==> src/rtl/counter_down_load_pkg.sv <==
// Shared constants for the loadable down-counter: FSM state encoding and
// the one-shot / periodic mode values latched on load.
package counter_down_load_pkg;

    // FSM state encoding (kept as plain constants for legacy compatibility)
    localparam logic [1:0] ST_IDLE = 2'b00;
    localparam logic [1:0] ST_RUN  = 2'b01;
    localparam logic [1:0] ST_DONE = 2'b10;

    // Counting mode captured when load is asserted
    localparam logic MODE_ONESHOT  = 1'b0;
    localparam logic MODE_PERIODIC = 1'b1;

endpackage

==> src/rtl/ffd_en_ar.sv <==
// Parameterized D register with synchronous enable and asynchronous
// active-high reset to zero. Used as the storage element for the count
// and for the reload value/mode pair of the down-counter.
module ffd_en_ar #(
    parameter int W = 8
) (
    input  logic         clk,
    input  logic         arst,
    input  logic         en,
    input  logic [W-1:0] d,
    output logic [W-1:0] q
);

    // Capture d on enabled rising edges; clear immediately on arst
    always_ff @(posedge clk or posedge arst) begin
        if (arst) begin
            q <= '0;
        end else if (en) begin
            q <= d;
        end
    end

endmodule

==> src/rtl/counter_down_load.sv <==
// Synchronous loadable down-counter/timer. Loads a start value, counts down
// on enabled edges while in RUN, and pulses tc for one clock after the
// terminal step. In periodic mode the start value is reloaded at terminal
// count; in one-shot mode the counter parks in DONE at zero.
module counter_down_load #(
    parameter int N = 32
) (
    input  logic         clk,
    input  logic         arst,
    input  logic         en,
    input  logic         load,
    input  logic [N-1:0] d,
    input  logic         mode,
    output logic [N-1:0] count,
    output logic         tc,
    output logic         running
);

    import counter_down_load_pkg::*;

    localparam logic [N-1:0] ONE = {{(N-1){1'b0}}, 1'b1};

    logic [1:0]   state_q;
    logic [1:0]   state_d;
    logic         tc_d;
    logic [N-1:0] count_d;
    logic         count_we;
    logic [N:0]   cfg_d;
    logic [N:0]   cfg_q;
    logic [N-1:0] reload_q;
    logic         mode_q;

    assign cfg_d    = {mode, d};
    assign reload_q = cfg_q[N-1:0];
    assign mode_q   = cfg_q[N];

    // Count register: written on load or on an enabled step in RUN
    ffd_en_ar #(.W(N)) u_count (
        .clk  (clk),
        .arst (arst),
        .en   (count_we),
        .d    (count_d),
        .q    (count)
    );

    // Reload value and mode are captured together, only on load
    ffd_en_ar #(.W(N + 1)) u_cfg (
        .clk  (clk),
        .arst (arst),
        .en   (load),
        .d    (cfg_d),
        .q    (cfg_q)
    );

    // Next-state, decrement and terminal-count decode; load overrides all
    always_comb begin
        state_d  = state_q;
        tc_d     = 1'b0;
        count_d  = count;
        count_we = 1'b0;
        if (load) begin
            count_d  = d;
            count_we = 1'b1;
            state_d  = (d != '0) ? ST_RUN : ST_IDLE;
        end else begin
            case (state_q)
                ST_RUN: begin
                    if (en && (count != '0)) begin
                        count_we = 1'b1;
                        if (count == ONE) begin
                            tc_d = 1'b1;
                            if (mode_q == MODE_PERIODIC) begin
                                count_d = reload_q;
                            end else begin
                                count_d = '0;
                                state_d = ST_DONE;
                            end
                        end else begin
                            count_d = count - ONE;
                        end
                    end
                end
                ST_IDLE: state_d = ST_IDLE;
                ST_DONE: state_d = ST_DONE;
                default: state_d = ST_IDLE;
            endcase
        end
    end

    // State and terminal-count pulse registers
    always_ff @(posedge clk or posedge arst) begin
        if (arst) begin
            state_q <= ST_IDLE;
            tc      <= 1'b0;
        end else begin
            state_q <= state_d;
            tc      <= tc_d;
        end
    end

    assign running = (state_q == ST_RUN);

endmodule

==> config.mk <==
export PLATFORM = sky130hd
export DESIGN_NAME = counter_down_load
export DESIGN_NICKNAME = d
export VERILOG_FILES = /design/src/rtl/counter_down_load_pkg.sv /design/src/rtl/ffd_en_ar.sv /design/src/rtl/counter_down_load.sv
export SDC_FILE = /design/constraint.sdc
export NUM_CORES = 1
export LEC_CHECK = 0
export ABC_AREA = 0
export CAP_MARGIN = 20
export CELL_PAD_IN_SITES_DETAIL_PLACEMENT = 1
export CELL_PAD_IN_SITES_GLOBAL_PLACEMENT = 2
export CORE_ASPECT_RATIO = 0.5
export CORE_MARGIN = 10
export CORE_UTILIZATION = 35
export CTS_CLUSTER_SIZE = 12
export DETAILED_ROUTE_END_ITERATION = 8
export GPL_TIMING_DRIVEN = 1
export MAX_ROUTING_LAYER = met4
export PLACE_DENSITY = 0.84
export SLEW_MARGIN = 20
export SYNTH_ARGS = -nofsm -noshare
export SYNTH_HDL_FRONTEND = slang
export SYNTH_SLANG_ARGS = --single-unit
==> constraint.sdc <==
create_clock -name clk -period 3.4 [get_ports clk]
set_input_delay 0.68 -clock clk [delete_from_list [all_inputs] [get_ports clk]]
set_output_delay 0.68 -clock clk [all_outputs]
set_load 0.05 [all_outputs]
==> flow_summary.toml, run 1 <==
[logic_synthesis]
post-synth-top-area-fraction_pct = 41.9
synth_ff_type = "dfrtp_1"
async_flop_share_pct = 100
syn_nets = 475
synth.largest_area_cell = "dfrtp_1"
yosysWarnings = 0
synth.most_common_cell = "dfrtp_1"
ys_types = 59
syn_area_sq_um = 4060
ys_ff_latch = 68
ys_seq_area_share_pct = 41.9
synth_area_leaders = "dfrtp_1 42%, mux2_2 6.7%, a21oi_1 4.1%, nand2_1 3.7%, o21ai_0 3.0%"
syn_avg_cell_area_sq_um = 9.33
synth_edf_count = 0
synthesis.instances = 435
netlist_top_cells_count = "68 x dfrtp_1, 40 x nand2_1, 33 x a21oi_1, 25 x inv_1"

[global_route]
antenna_found_initial = 0
gr-max-usage-layer = "met2"
gr-usage-met2_pct = 28.4
met1_usage_pct = 25.5
grt_max_degree = 56
first_global_vias = 4188
gr-total-overflow = 0
grt_first_pass_wirelength_microns = 23700
use_met3_pct = 3.55
grt.total_usage_pct = 18.8

[timing]
finalSetupViolations = 0
max_freq_ghz = 0.323
layout_min_cycle_time_ns = 3.10
layout_setup_ws_ns = 0.302
finalHoldViolations = 0
tightest_slew_ns = 0.792
slew_viol_final = 0
rsz0062_at_grt = "false"
fin_crit_sh_pct = 91.1
skew_ns = 0.00688
fin_setup_tns_ns = 0
relSlewSlack_pct = 47.0

[drt]
wirelength_microns = 14600
drc = 0
vias = 3978
drtAntennaViolNets = 0
avgRoutedWirePerCell_microns = 22.5
first_iter_violations = 295
via_per_inst = 6.10
drt_first_pass_iters = 4

[power_and_ir_drop]
leakagePower_uw = 0.00207
power.density_nw_per_um2 = 524
irDropWorstVdd_mv = 0.236

[setup_path]
slowest_delay_ns = 0.77
worstPathMaxFanout = 20
cp_slowest_cell = "or4_4"
rrSetupSlack_ns = 0.30
crit_type = "register to register"
r2r_cells = 6
end_kind = "register"
r2r_start = "u_count.q[28]"
start_kind = "register"
worstPathRequired_ns = 3.66
path_cells = "nor4_1, nand3_1, or4_4, nor3_1, a221o_1, a32o_1"
r2r-end = "u_count.q[17]"
cp.arrival_ns = 3.36

[cts]
htree_levels = 3
clock_sinks = 68
clk_latency_ns = 0.33
ctsResizeCount = 0
cts_tree = "yes"
ctsLongestPathBuffers = 2
clkTransAtPathRegs_ns = 0.05
cts_setup_buffers = 0
ctsHoldBuffers = 0
cts_buffers = 9
cts-root-buf = "clkbuf_16"

[hold_path]
min-delay-path-class = "register to register"
min_to = "u_cfg.q[21]"
hp-start = "u_cfg.q[21]"
holdPathStages = 1

[placed_design]
place_ws_ns = 0.436
gp_congestion = 0.920
io_buffers = 70
placed_area_sq_um = 4930
dp.final_hpwl_microns = 10900

[cells_and_area]
regArea_sq_um = 1700
synthToLayoutAreaGrowth_pct = 28.6
antenna_cells = 0
fillers = 1297
drive_above_1_share_pct = 14.2
final_util_pct = 46.8
final_area_sq_um = 5220
multi_input_area_sq_um = 2150
fin_nets = 544

[job]
maxCapViolations = 0

[floorplanning]
rows = 27
io_pins = 71
dieArea_sq_um = 16600
coreArea_sq_um = 11100
die_y_microns = 96.1
initial_core_util_pct = 36.4
die_x_microns = 172

[run_status]
status = "completed"
cells in the final DEF, fill, tap and decap left out, types with 3 or more instances in the layout:
cell type / netlist / final
clkdlybuf4s50_1: 0 / 69
dfrtp_1: 68 / 68
nand2_1: 40 / 40
a21oi_1: 33 / 33
mux2_2: 24 / 24
inv_1: 25 / 24
o21ai_0: 24 / 24
nor3_1: 20 / 20
nor2_1: 19 / 19
nand3_1: 16 / 16
nor4_1: 15 / 15
a31oi_1: 15 / 15
buf_4: 1 / 15
a221o_1: 9 / 9
clkbuf_16: 0 / 9
a22o_1: 7 / 7
nand4_1: 6 / 6
a221oi_1: 6 / 6
or3_1: 5 / 5
nor4_2: 4 / 4
o2bb2ai_1: 4 / 4
xor2_1: 4 / 4
a211oi_1: 4 / 4
o32ai_1: 4 / 4
o22ai_1: 4 / 4
and4_1: 4 / 4
or4_4: 3 / 3
nor4_4: 3 / 3
and3_1: 3 / 3
ha_1: 3 / 3
worst max-delay path, delay by kind of cell (launching register included):
kind             cells  cell delay, ns
AND/OR/NAND/NOR      4            2.20
flip-flops           1            0.45
AO/OA/AOI/OAI        2            0.38
report_power, final:
group | internal, uW | leakage [uW] | switching [uW] | total [uW]
clock | 598 | 0.000145 | 333 | 931
combinational | 283 | 0.00111 | 478 | 761
sequential | 904 | 0.000819 | 139 | 1040
stage by stage:
stage	cells	total power, uW	hold slack [ns]
2_1_floorplan	435	1510	0.473
3_3_place_gp	638	1800	0.485
3_5_place_dp	638	1820	0.497
4_1_cts	652	2760	0.510
5_1_grt	652	2870	0.525
6_report	652	2740	0.505
flip-flops by register name, summed over array words and instances (netlist names):
name,cells
u_cfg.q,33
u_count.q,32
tc,1
state_q,2
cell type report:
| cell class | count | share of cell area, % |
|---|---|---|
| Clock buffer | 12 | 4.91 |
| Clock inverter | 2 | 0.671 |
| Inverter | 25 | 1.80 |
| Multi-Input combinational cell | 316 | 41.2 |
| Sequential cell | 68 | 32.6 |
| Tap cell | 145 | 3.47 |
| Timing Repair Buffer | 84 | 15.4 |
logic make-up (layout without fill, tap and decap cells):
logic type                 count (synthesis)  after routing  synth area share, %
adders and majority gates                  3              3                0.925
xor gates and xnor gates                   6              6                 1.29
and+or+nand+nor                          153            153                 22.2
buffers and inverters                     51            123                 5.12
muxes                                     24             24                 6.66
AOI/OAI and AO/OA                        130            130                 21.9
DFF                                       68             68                 41.9
per-layer routing:
metal | wire [microns] | part of all wire (%) | vias up
met5 | 0 | 0 | -
met4 | 195 | 1.3 | 0
met3 | 666 | 4.5 | 19
met1 | 7300 | 50 | 2058
met2 | 6480 | 44 | 101
li1 | - | - | 1800
how the worst max path moves through the flow:
stage	endpoint	cells after the start	slack, ns	start
final	u_count.q[17]	6	0.30	u_count.q[28]
after detailed placement	u_count.q[21]	6	0.44	u_count.q[28]
after global placement	u_count.q[17]	6	0.46	u_count.q[28]
after CTS	u_count.q[17]	6	0.41	u_count.q[28]
after floorplan	u_count.q[8]	9	0.80	u_count.q[14]
after global routing	u_count.q[21]	6	0.24	u_count.q[28]
Note: power is estimated with default switching activity, not from simulation.
==> run 2: changes to the inputs <==
--- a/config.mk
+++ b/config.mk
@@ -17,6 +17,7 @@
 export GPL_TIMING_DRIVEN = 1
 export MAX_ROUTING_LAYER = met4
 export PLACE_DENSITY = 0.84
+export SKIP_LAST_GASP = 1
 export SLEW_MARGIN = 20
 export SYNTH_ARGS = -nofsm -noshare
 export SYNTH_HDL_FRONTEND = slang
==> results of run 2 <==
No change in the layout: final DEF, timing and power equal those of run 1.
==> run 3: changes to the inputs <==
--- a/config.mk
+++ b/config.mk
@@ -18,7 +18,6 @@
 export MAX_ROUTING_LAYER = met4
 export PLACE_DENSITY = 0.84
 export SKIP_LAST_GASP = 1
-export SLEW_MARGIN = 20
 export SYNTH_ARGS = -nofsm -noshare
 export SYNTH_HDL_FRONTEND = slang
 export SYNTH_SLANG_ARGS = --single-unit
==> results of run 3 <==
No change in the layout: final DEF, timing and power equal those of run 1.
